**src/rtl/mem_access.sv**
```systemverilog
// MEM stage: forwards ALU writeback and runs req/ack data-memory transactions
// for loads and stores, with big-endian lane alignment and load extension.
module mem_access #(
    parameter int unsigned ADDR_W = 32
) (
    input  logic              clk,
    input  logic              rst,
    input  logic [4:0]        mem_wd,
    input  logic              mem_wreg,
    input  logic [31:0]       mem_wdata,
    input  logic [3:0]        mem_op,
    input  logic [ADDR_W-1:0] mem_addr,
    input  logic [31:0]       mem_sdata,
    output logic              stallreq,
    output logic              dm_req,
    output logic              dm_we,
    output logic [3:0]        dm_sel,
    output logic [ADDR_W-1:0] dm_addr,
    output logic [31:0]       dm_wdata,
    input  logic              dm_ack,
    input  logic [31:0]       dm_rdata,
    output logic [4:0]        wb_wd,
    output logic              wb_wreg,
    output logic [31:0]       wb_wdata,
    output logic              addr_err
);

    localparam int unsigned DATA_W = 32;
    localparam int unsigned REG_W  = 5;
    localparam int unsigned SEL_W  = 4;

    localparam logic [3:0] OP_LB  = 4'd1;
    localparam logic [3:0] OP_LBU = 4'd2;
    localparam logic [3:0] OP_LH  = 4'd3;
    localparam logic [3:0] OP_LHU = 4'd4;
    localparam logic [3:0] OP_LW  = 4'd5;
    localparam logic [3:0] OP_SB  = 4'd6;
    localparam logic [3:0] OP_SH  = 4'd7;
    localparam logic [3:0] OP_SW  = 4'd8;

    typedef enum logic [0:0] {
        IDLE = 1'b0,
        BUSY = 1'b1
    } state_e;

    state_e state, state_d;

    logic              is_load, is_store, is_byte, is_half, is_word, is_signed;
    logic              is_mem, misalign;
    logic [1:0]        off;
    logic [SEL_W-1:0]  sel_c;
    logic [DATA_W-1:0] wdata_c;

    // Access kind captured at issue, used to extend read data on ack
    logic       ld_load, ld_byte, ld_half, ld_signed;
    logic [1:0] ld_off;
    logic       ld_load_d, ld_byte_d, ld_half_d, ld_signed_d;
    logic [1:0] ld_off_d;

    logic              dm_req_d, dm_we_d, wb_wreg_d, addr_err_d;
    logic [SEL_W-1:0]  dm_sel_d;
    logic [ADDR_W-1:0] dm_addr_d;
    logic [DATA_W-1:0] dm_wdata_d, wb_wdata_d;
    logic [REG_W-1:0]  wb_wd_d;

    logic [7:0]        lane_byte;
    logic [15:0]       lane_half;
    logic [DATA_W-1:0] load_val;

    // Opcode decode, lane enables and store-data replication
    always_comb begin
        is_load   = 1'b0;
        is_store  = 1'b0;
        is_byte   = 1'b0;
        is_half   = 1'b0;
        is_word   = 1'b0;
        is_signed = 1'b0;
        case (mem_op)
            OP_LB:   begin is_load  = 1'b1; is_byte = 1'b1; is_signed = 1'b1; end
            OP_LBU:  begin is_load  = 1'b1; is_byte = 1'b1; end
            OP_LH:   begin is_load  = 1'b1; is_half = 1'b1; is_signed = 1'b1; end
            OP_LHU:  begin is_load  = 1'b1; is_half = 1'b1; end
            OP_LW:   begin is_load  = 1'b1; is_word = 1'b1; end
            OP_SB:   begin is_store = 1'b1; is_byte = 1'b1; end
            OP_SH:   begin is_store = 1'b1; is_half = 1'b1; end
            OP_SW:   begin is_store = 1'b1; is_word = 1'b1; end
            default: ;
        endcase
        off      = mem_addr[1:0];
        is_mem   = is_load | is_store;
        misalign = (is_half & off[0]) | (is_word & (off != 2'b00));

        if (is_byte) begin
            sel_c   = 4'b1000 >> off;
            wdata_c = {4{mem_sdata[7:0]}};
        end else if (is_half) begin
            sel_c   = off[1] ? 4'b0011 : 4'b1100;
            wdata_c = {2{mem_sdata[15:0]}};
        end else begin
            sel_c   = 4'b1111;
            wdata_c = mem_sdata;
        end
    end

    // Big-endian lane pick and sign/zero extension of read data
    always_comb begin
        case (ld_off)
            2'd0:    lane_byte = dm_rdata[31:24];
            2'd1:    lane_byte = dm_rdata[23:16];
            2'd2:    lane_byte = dm_rdata[15:8];
            default: lane_byte = dm_rdata[7:0];
        endcase
        lane_half = ld_off[1] ? dm_rdata[15:0] : dm_rdata[31:16];

        if (ld_byte) begin
            load_val = {{24{ld_signed & lane_byte[7]}}, lane_byte};
        end else if (ld_half) begin
            load_val = {{16{ld_signed & lane_half[15]}}, lane_half};
        end else begin
            load_val = dm_rdata;
        end
    end

    // Next-state, next-output and combinational stall request
    always_comb begin
        state_d     = state;
        dm_req_d    = dm_req;
        dm_we_d     = dm_we;
        dm_sel_d    = dm_sel;
        dm_addr_d   = dm_addr;
        dm_wdata_d  = dm_wdata;
        wb_wd_d     = '0;
        wb_wreg_d   = 1'b0;
        wb_wdata_d  = '0;
        addr_err_d  = 1'b0;
        ld_load_d   = ld_load;
        ld_byte_d   = ld_byte;
        ld_half_d   = ld_half;
        ld_signed_d = ld_signed;
        ld_off_d    = ld_off;
        stallreq    = 1'b0;

        case (state)
            IDLE: begin
                dm_req_d = 1'b0;
                if (is_mem && misalign) begin
                    addr_err_d = 1'b1;
                end else if (is_mem) begin
                    stallreq    = 1'b1;
                    dm_req_d    = 1'b1;
                    dm_we_d     = is_store;
                    dm_sel_d    = sel_c;
                    dm_addr_d   = {mem_addr[ADDR_W-1:2], 2'b00};
                    dm_wdata_d  = wdata_c;
                    ld_load_d   = is_load;
                    ld_byte_d   = is_byte;
                    ld_half_d   = is_half;
                    ld_signed_d = is_signed;
                    ld_off_d    = off;
                    state_d     = BUSY;
                end else begin
                    wb_wd_d    = mem_wd;
                    wb_wreg_d  = mem_wreg;
                    wb_wdata_d = mem_wdata;
                end
            end
            BUSY: begin
                if (dm_ack) begin
                    dm_req_d = 1'b0;
                    state_d  = IDLE;
                    if (ld_load) begin
                        wb_wd_d    = mem_wd;
                        wb_wreg_d  = mem_wreg;
                        wb_wdata_d = load_val;
                    end
                end else begin
                    stallreq = 1'b1;
                end
            end
            default: state_d = IDLE;
        endcase

        if (!rst) begin
            stallreq = 1'b0;
        end
    end

    always_ff @(posedge clk or negedge rst) begin
        if (!rst) begin
            state     <= IDLE;
            dm_req    <= 1'b0;
            dm_we     <= 1'b0;
            dm_sel    <= '0;
            dm_addr   <= '0;
            dm_wdata  <= '0;
            wb_wd     <= '0;
            wb_wreg   <= 1'b0;
            wb_wdata  <= '0;
            addr_err  <= 1'b0;
            ld_load   <= 1'b0;
            ld_byte   <= 1'b0;
            ld_half   <= 1'b0;
            ld_signed <= 1'b0;
            ld_off    <= '0;
        end else begin
            state     <= state_d;
            dm_req    <= dm_req_d;
            dm_we     <= dm_we_d;
            dm_sel    <= dm_sel_d;
            dm_addr   <= dm_addr_d;
            dm_wdata  <= dm_wdata_d;
            wb_wd     <= wb_wd_d;
            wb_wreg   <= wb_wreg_d;
            wb_wdata  <= wb_wdata_d;
            addr_err  <= addr_err_d;
            ld_load   <= ld_load_d;
            ld_byte   <= ld_byte_d;
            ld_half   <= ld_half_d;
            ld_signed <= ld_signed_d;
            ld_off    <= ld_off_d;
        end
    end

endmodule

```
**config.mk**
```make
export PLATFORM = sky130hd
export DESIGN_NAME = mem_access
export DESIGN_NICKNAME = d
export VERILOG_FILES = /design/src/rtl/mem_access.sv
export SDC_FILE = /design/constraint.sdc
export NUM_CORES = 1
export LEC_CHECK = 0
export CELL_PAD_IN_SITES_DETAIL_PLACEMENT = 0
export CELL_PAD_IN_SITES_GLOBAL_PLACEMENT = 1
export CORE_MARGIN = 5
export CORE_UTILIZATION = 34
export DETAILED_ROUTE_END_ITERATION = 8
export GPL_ROUTABILITY_DRIVEN = 0
export GPL_TIMING_DRIVEN = 1
export PLACE_DENSITY = 0.86
export SLEW_MARGIN = 40
export SYNTH_ARGS = -nofsm -noshare
export SYNTH_HDL_FRONTEND = slang
export SYNTH_SLANG_ARGS = --single-unit
```
**constraint.sdc**
```tcl
create_clock -name clk -period 5.2 [get_ports clk]
set_input_delay 0.78 -clock clk [delete_from_list [all_inputs] [get_ports clk]]
set_output_delay 0.78 -clock clk [all_outputs]
set_load 0.02 [all_outputs]
```
==> results.md <==
- Status: complete, no violations
- Startpoint of the worst register-to-register path: ld_off[1]$_DFFE_PN0P_
- Static Leakage: 3.69 nW
- Area share of the largest cell type after synthesis: 50.6%
- Wire length per cell: 19.3 um
- TritonCTS clock tree: done
- Detailed-route via count: 4817
- Largest net degree at the start of global routing: 76
- Post-detailed-route DRC marker count: 0
- Setup bufs post-CTS: 0
- Routing layer with the top usage in global route: met2
- M3 GR Usage: 7.10%
- Antenna violations before repair: 0
- Peak supply drop: 0.259 mV
- Average footprint of a synthesized cell: 11.9 um2
- Endpoints failing setup: 0
- Synthesized flop and latch total: 114
- Number of fillers in the final layout: 1376
- Final Slew Violations: 0
- EDFF count, synth: 0
- Post-layout minimum cycle time: 4.20 ns
- DRC violation total after the first TritonRoute iteration: 234
- Max Root-Sink Buffers: 2
- Slack of the worst reg-to-reg path: 2.88 ns
- Area Overhead vs Synth: 57.7%
- Capture instance of the worst register-to-register path: wb_wdata[30]$_DFF_PN0_
- Post-synth cell types: 46
- Most frequent cell after synthesis: dfrtp_1
- Die H: 139 um
- Number of warning messages in the yosys log: 0
- Count of max-cap constraint violations: 0
- Design Area, Final: 8890 um2
- Primary FF master, synth: dfrtp_1
- P per Cell Area: 438 nW/um2
- Number of buffers added to fix hold violations after cts: 0
- Cts bufs inserted: 17
- Clk pin slew, worst setup/hold paths: 0.05 ns
- Port buffer count: 248
- Post-Synthesis Cells: 475
- Critical path startpoint category: primary input
- Clock root cell: clkbuf_16
- Total negative slack: 0 ns
- Timing-limited maximum frequency: 238 MHz
- Floorplan Core Area: 16400 um2
- Mapped cell area: 5640 um2
- Total number of H-tree levels: 4
- Hold Fails Final Rpt: 0
- Die width: 139 um
- Remaining antenna violation count after routing: 0
- Site row count: 47
- Fraction of the cycle the final worst path needs: 80.8%
- Global-route wire length before repair: 29400 um
- Worst Path Arrival: 3.42 ns
- Initial core utilization: 34.4%
- Worst-skew pair later-pin latency: 0.41 ns
- First-pass detailed-route iteration total: 4
- Cells resized by post-CTS repair: 0
- Ratio of cells with drive above 1 in the final layout: 14.4%
- Worst-case headroom to the max-slew limit: 46.4%
- Met1 layer usage reported by global route: 24.0%
- Cell depth of the worst flop-to-flop path: 4
- Total area of sequential cells: 2850 um2
- Clock Sinks: 114
- Overall routing resource usage: 19.0%
- Placed Instance Area: 8300 um2
- Final Skew: 0.00703 ns
- Most area-consuming cells after synthesis: dfrtp_1, mux2_2, mux2_1
- Share of flip-flops with an asynchronous set or reset: 100%
- Via count of the first global-routing pass: 5300
- Nets@finish: 855
- Most used standard cells in the synthesized netlist: dfrtp_1, mux2_2, nand2_1
- Setup repair after global routing missed its margin: no
- Number of ports placed on the die boundary: 251
- Antenna fix cells: 0
- Hold Crit Class: in2async
- Leftover overflow at the end of global routing: 0
- Measured slew at the worst slew-check pin: 0.801 ns
- Type of destination of the critical path: output port
- Highest net fanout along the worst path: 24
- Category of the critical setup timing path: in2out
- Detail Placement HPWL: 13500 um
- Post-detailed-route via-to-cell ratio: 5.09
- Die area: 19300 um2
- Routed wire length: 18300 um
- Worst path required time: 4.42 ns
- Area taken by multi-input logic gates: 2560 um2
- Dominant cell type by area after synthesis: dfrtp_1
- Share of synthesized area occupied by flip-flops and latches: 50.6%
- GR Layer Usage met2: 30.1%
registers in the layout, summed over array words and instances, names as in the netlist:
name,flops
dm_wdata,32
wb_wdata,32
dm_addr,30
wb_wd,5
dm_sel,4
ld_off,2
addr_err,1
dm_req,1
dm_we,1
ld_byte,1
ld_half,1
ld_load,1
ld_signed,1
state,1
wb_wreg,1
layer usage:
layer	part of all wire, %	vias up	wire [um]
li1	-	2205	-
met1	43	2352	7790
met2	46	234	8440
met3	9.2	26	1680
met4	2.2	0	396
met5	0	-	0
report_power, final:
| part | total [mW] | switching (mW) | internal, mW |
|---|---|---|---|
| Combinational | 1.44 | 0.681 | 0.756 |
| Clock | 1.17 | 0.412 | 0.755 |
| Sequential | 1.29 | 0.162 | 1.13 |
| Total | 3.89 | 1.26 | 2.64 |
cells by family after synthesis:
kind of cell    count (synthesis)  share of synthesized area [%]
xor+xnor                        1                          0.155
compound gates                108                           14.2
other cells                     1                         0.0665
flops                         114                           50.6
simple gates                   88                           7.70
mux                           106                           22.5
buf+inv                        57                           4.70
critical path, cell delays in order:
cell	delay, ns
clkdlybuf4s50_1	0.99
or4_1	0.29
nand3b_1	0.16
a2111oi_4	0.41
o21a_1	0.18
clkdlybuf4s50_1	0.60
through the flow:
step | std cells | utilization (%) | hold WS [ns] | setup slack, ns | power [mW]
floorplan | 476 | - | 0.484 | 2.11 | 2.01
global placement | 915 | 50.4 | 0.470 | 1.09 | 2.72
detailed placement | 915 | 50.6 | 0.473 | 1.00 | 2.75
CTS | 947 | 54.2 | 0.397 | 0.988 | 3.94
global route | 947 | 54.2 | 0.434 | 0.827 | 4.09
finish | 947 | 54.2 | 0.390 | 0.999 | 3.89
layout make-up:
type | instances | area share, %
clock buffers | 24 | 5.53
clock inverters | 8 | 1.14
inverters | 23 | 0.971
multi-input cells | 305 | 28.8
flip-flops and latches | 114 | 32.1
well taps | 220 | 3.09
repair buffers | 253 | 28.4
cells in the final DEF (no fill, tap or decap), types with 3 or more instances in the layout:
| master | netlist | final |
|---|---|---|
| clkdlybuf4s50_1 | 0 | 247 |
| dfrtp_1 | 114 | 113 |
| mux2_2 | 53 | 53 |
| nand2_1 | 38 | 38 |
| mux2_1 | 35 | 35 |
| o21ai_0 | 34 | 34 |
| a22o_1 | 30 | 30 |
| inv_1 | 22 | 22 |
| clkbuf_16 | 0 | 17 |
| nor2_1 | 13 | 13 |
| nand2b_1 | 12 | 12 |
| nor2b_1 | 11 | 10 |
| mux2i_1 | 10 | 10 |
| a211oi_1 | 9 | 9 |
| o221ai_1 | 9 | 9 |
| mux4_2 | 8 | 8 |
| a221o_1 | 7 | 7 |
| clkbuf_8 | 0 | 4 |
| buf_4 | 3 | 4 |
| and3_1 | 3 | 3 |
| nand3b_1 | 3 | 3 |
| a21oi_1 | 4 | 3 |
| clkbuf_1 | 17 | 3 |
| clkinvlp_4 | 0 | 3 |
how the worst max path moves through the flow:
stage | start | endpoint | cells past startpoint | slack (ns)
global placement | mem_op[3] | stallreq | 6 | 1.09
CTS | mem_op[3] | stallreq | 6 | 0.99
global route | mem_op[3] | stallreq | 6 | 0.83
detailed placement | mem_op[3] | stallreq | 6 | 1.00
floorplan | mem_op[2] | stallreq | 7 | 2.11
finish | mem_op[3] | stallreq | 6 | 1.0
(Power assumes the default switching activity.)
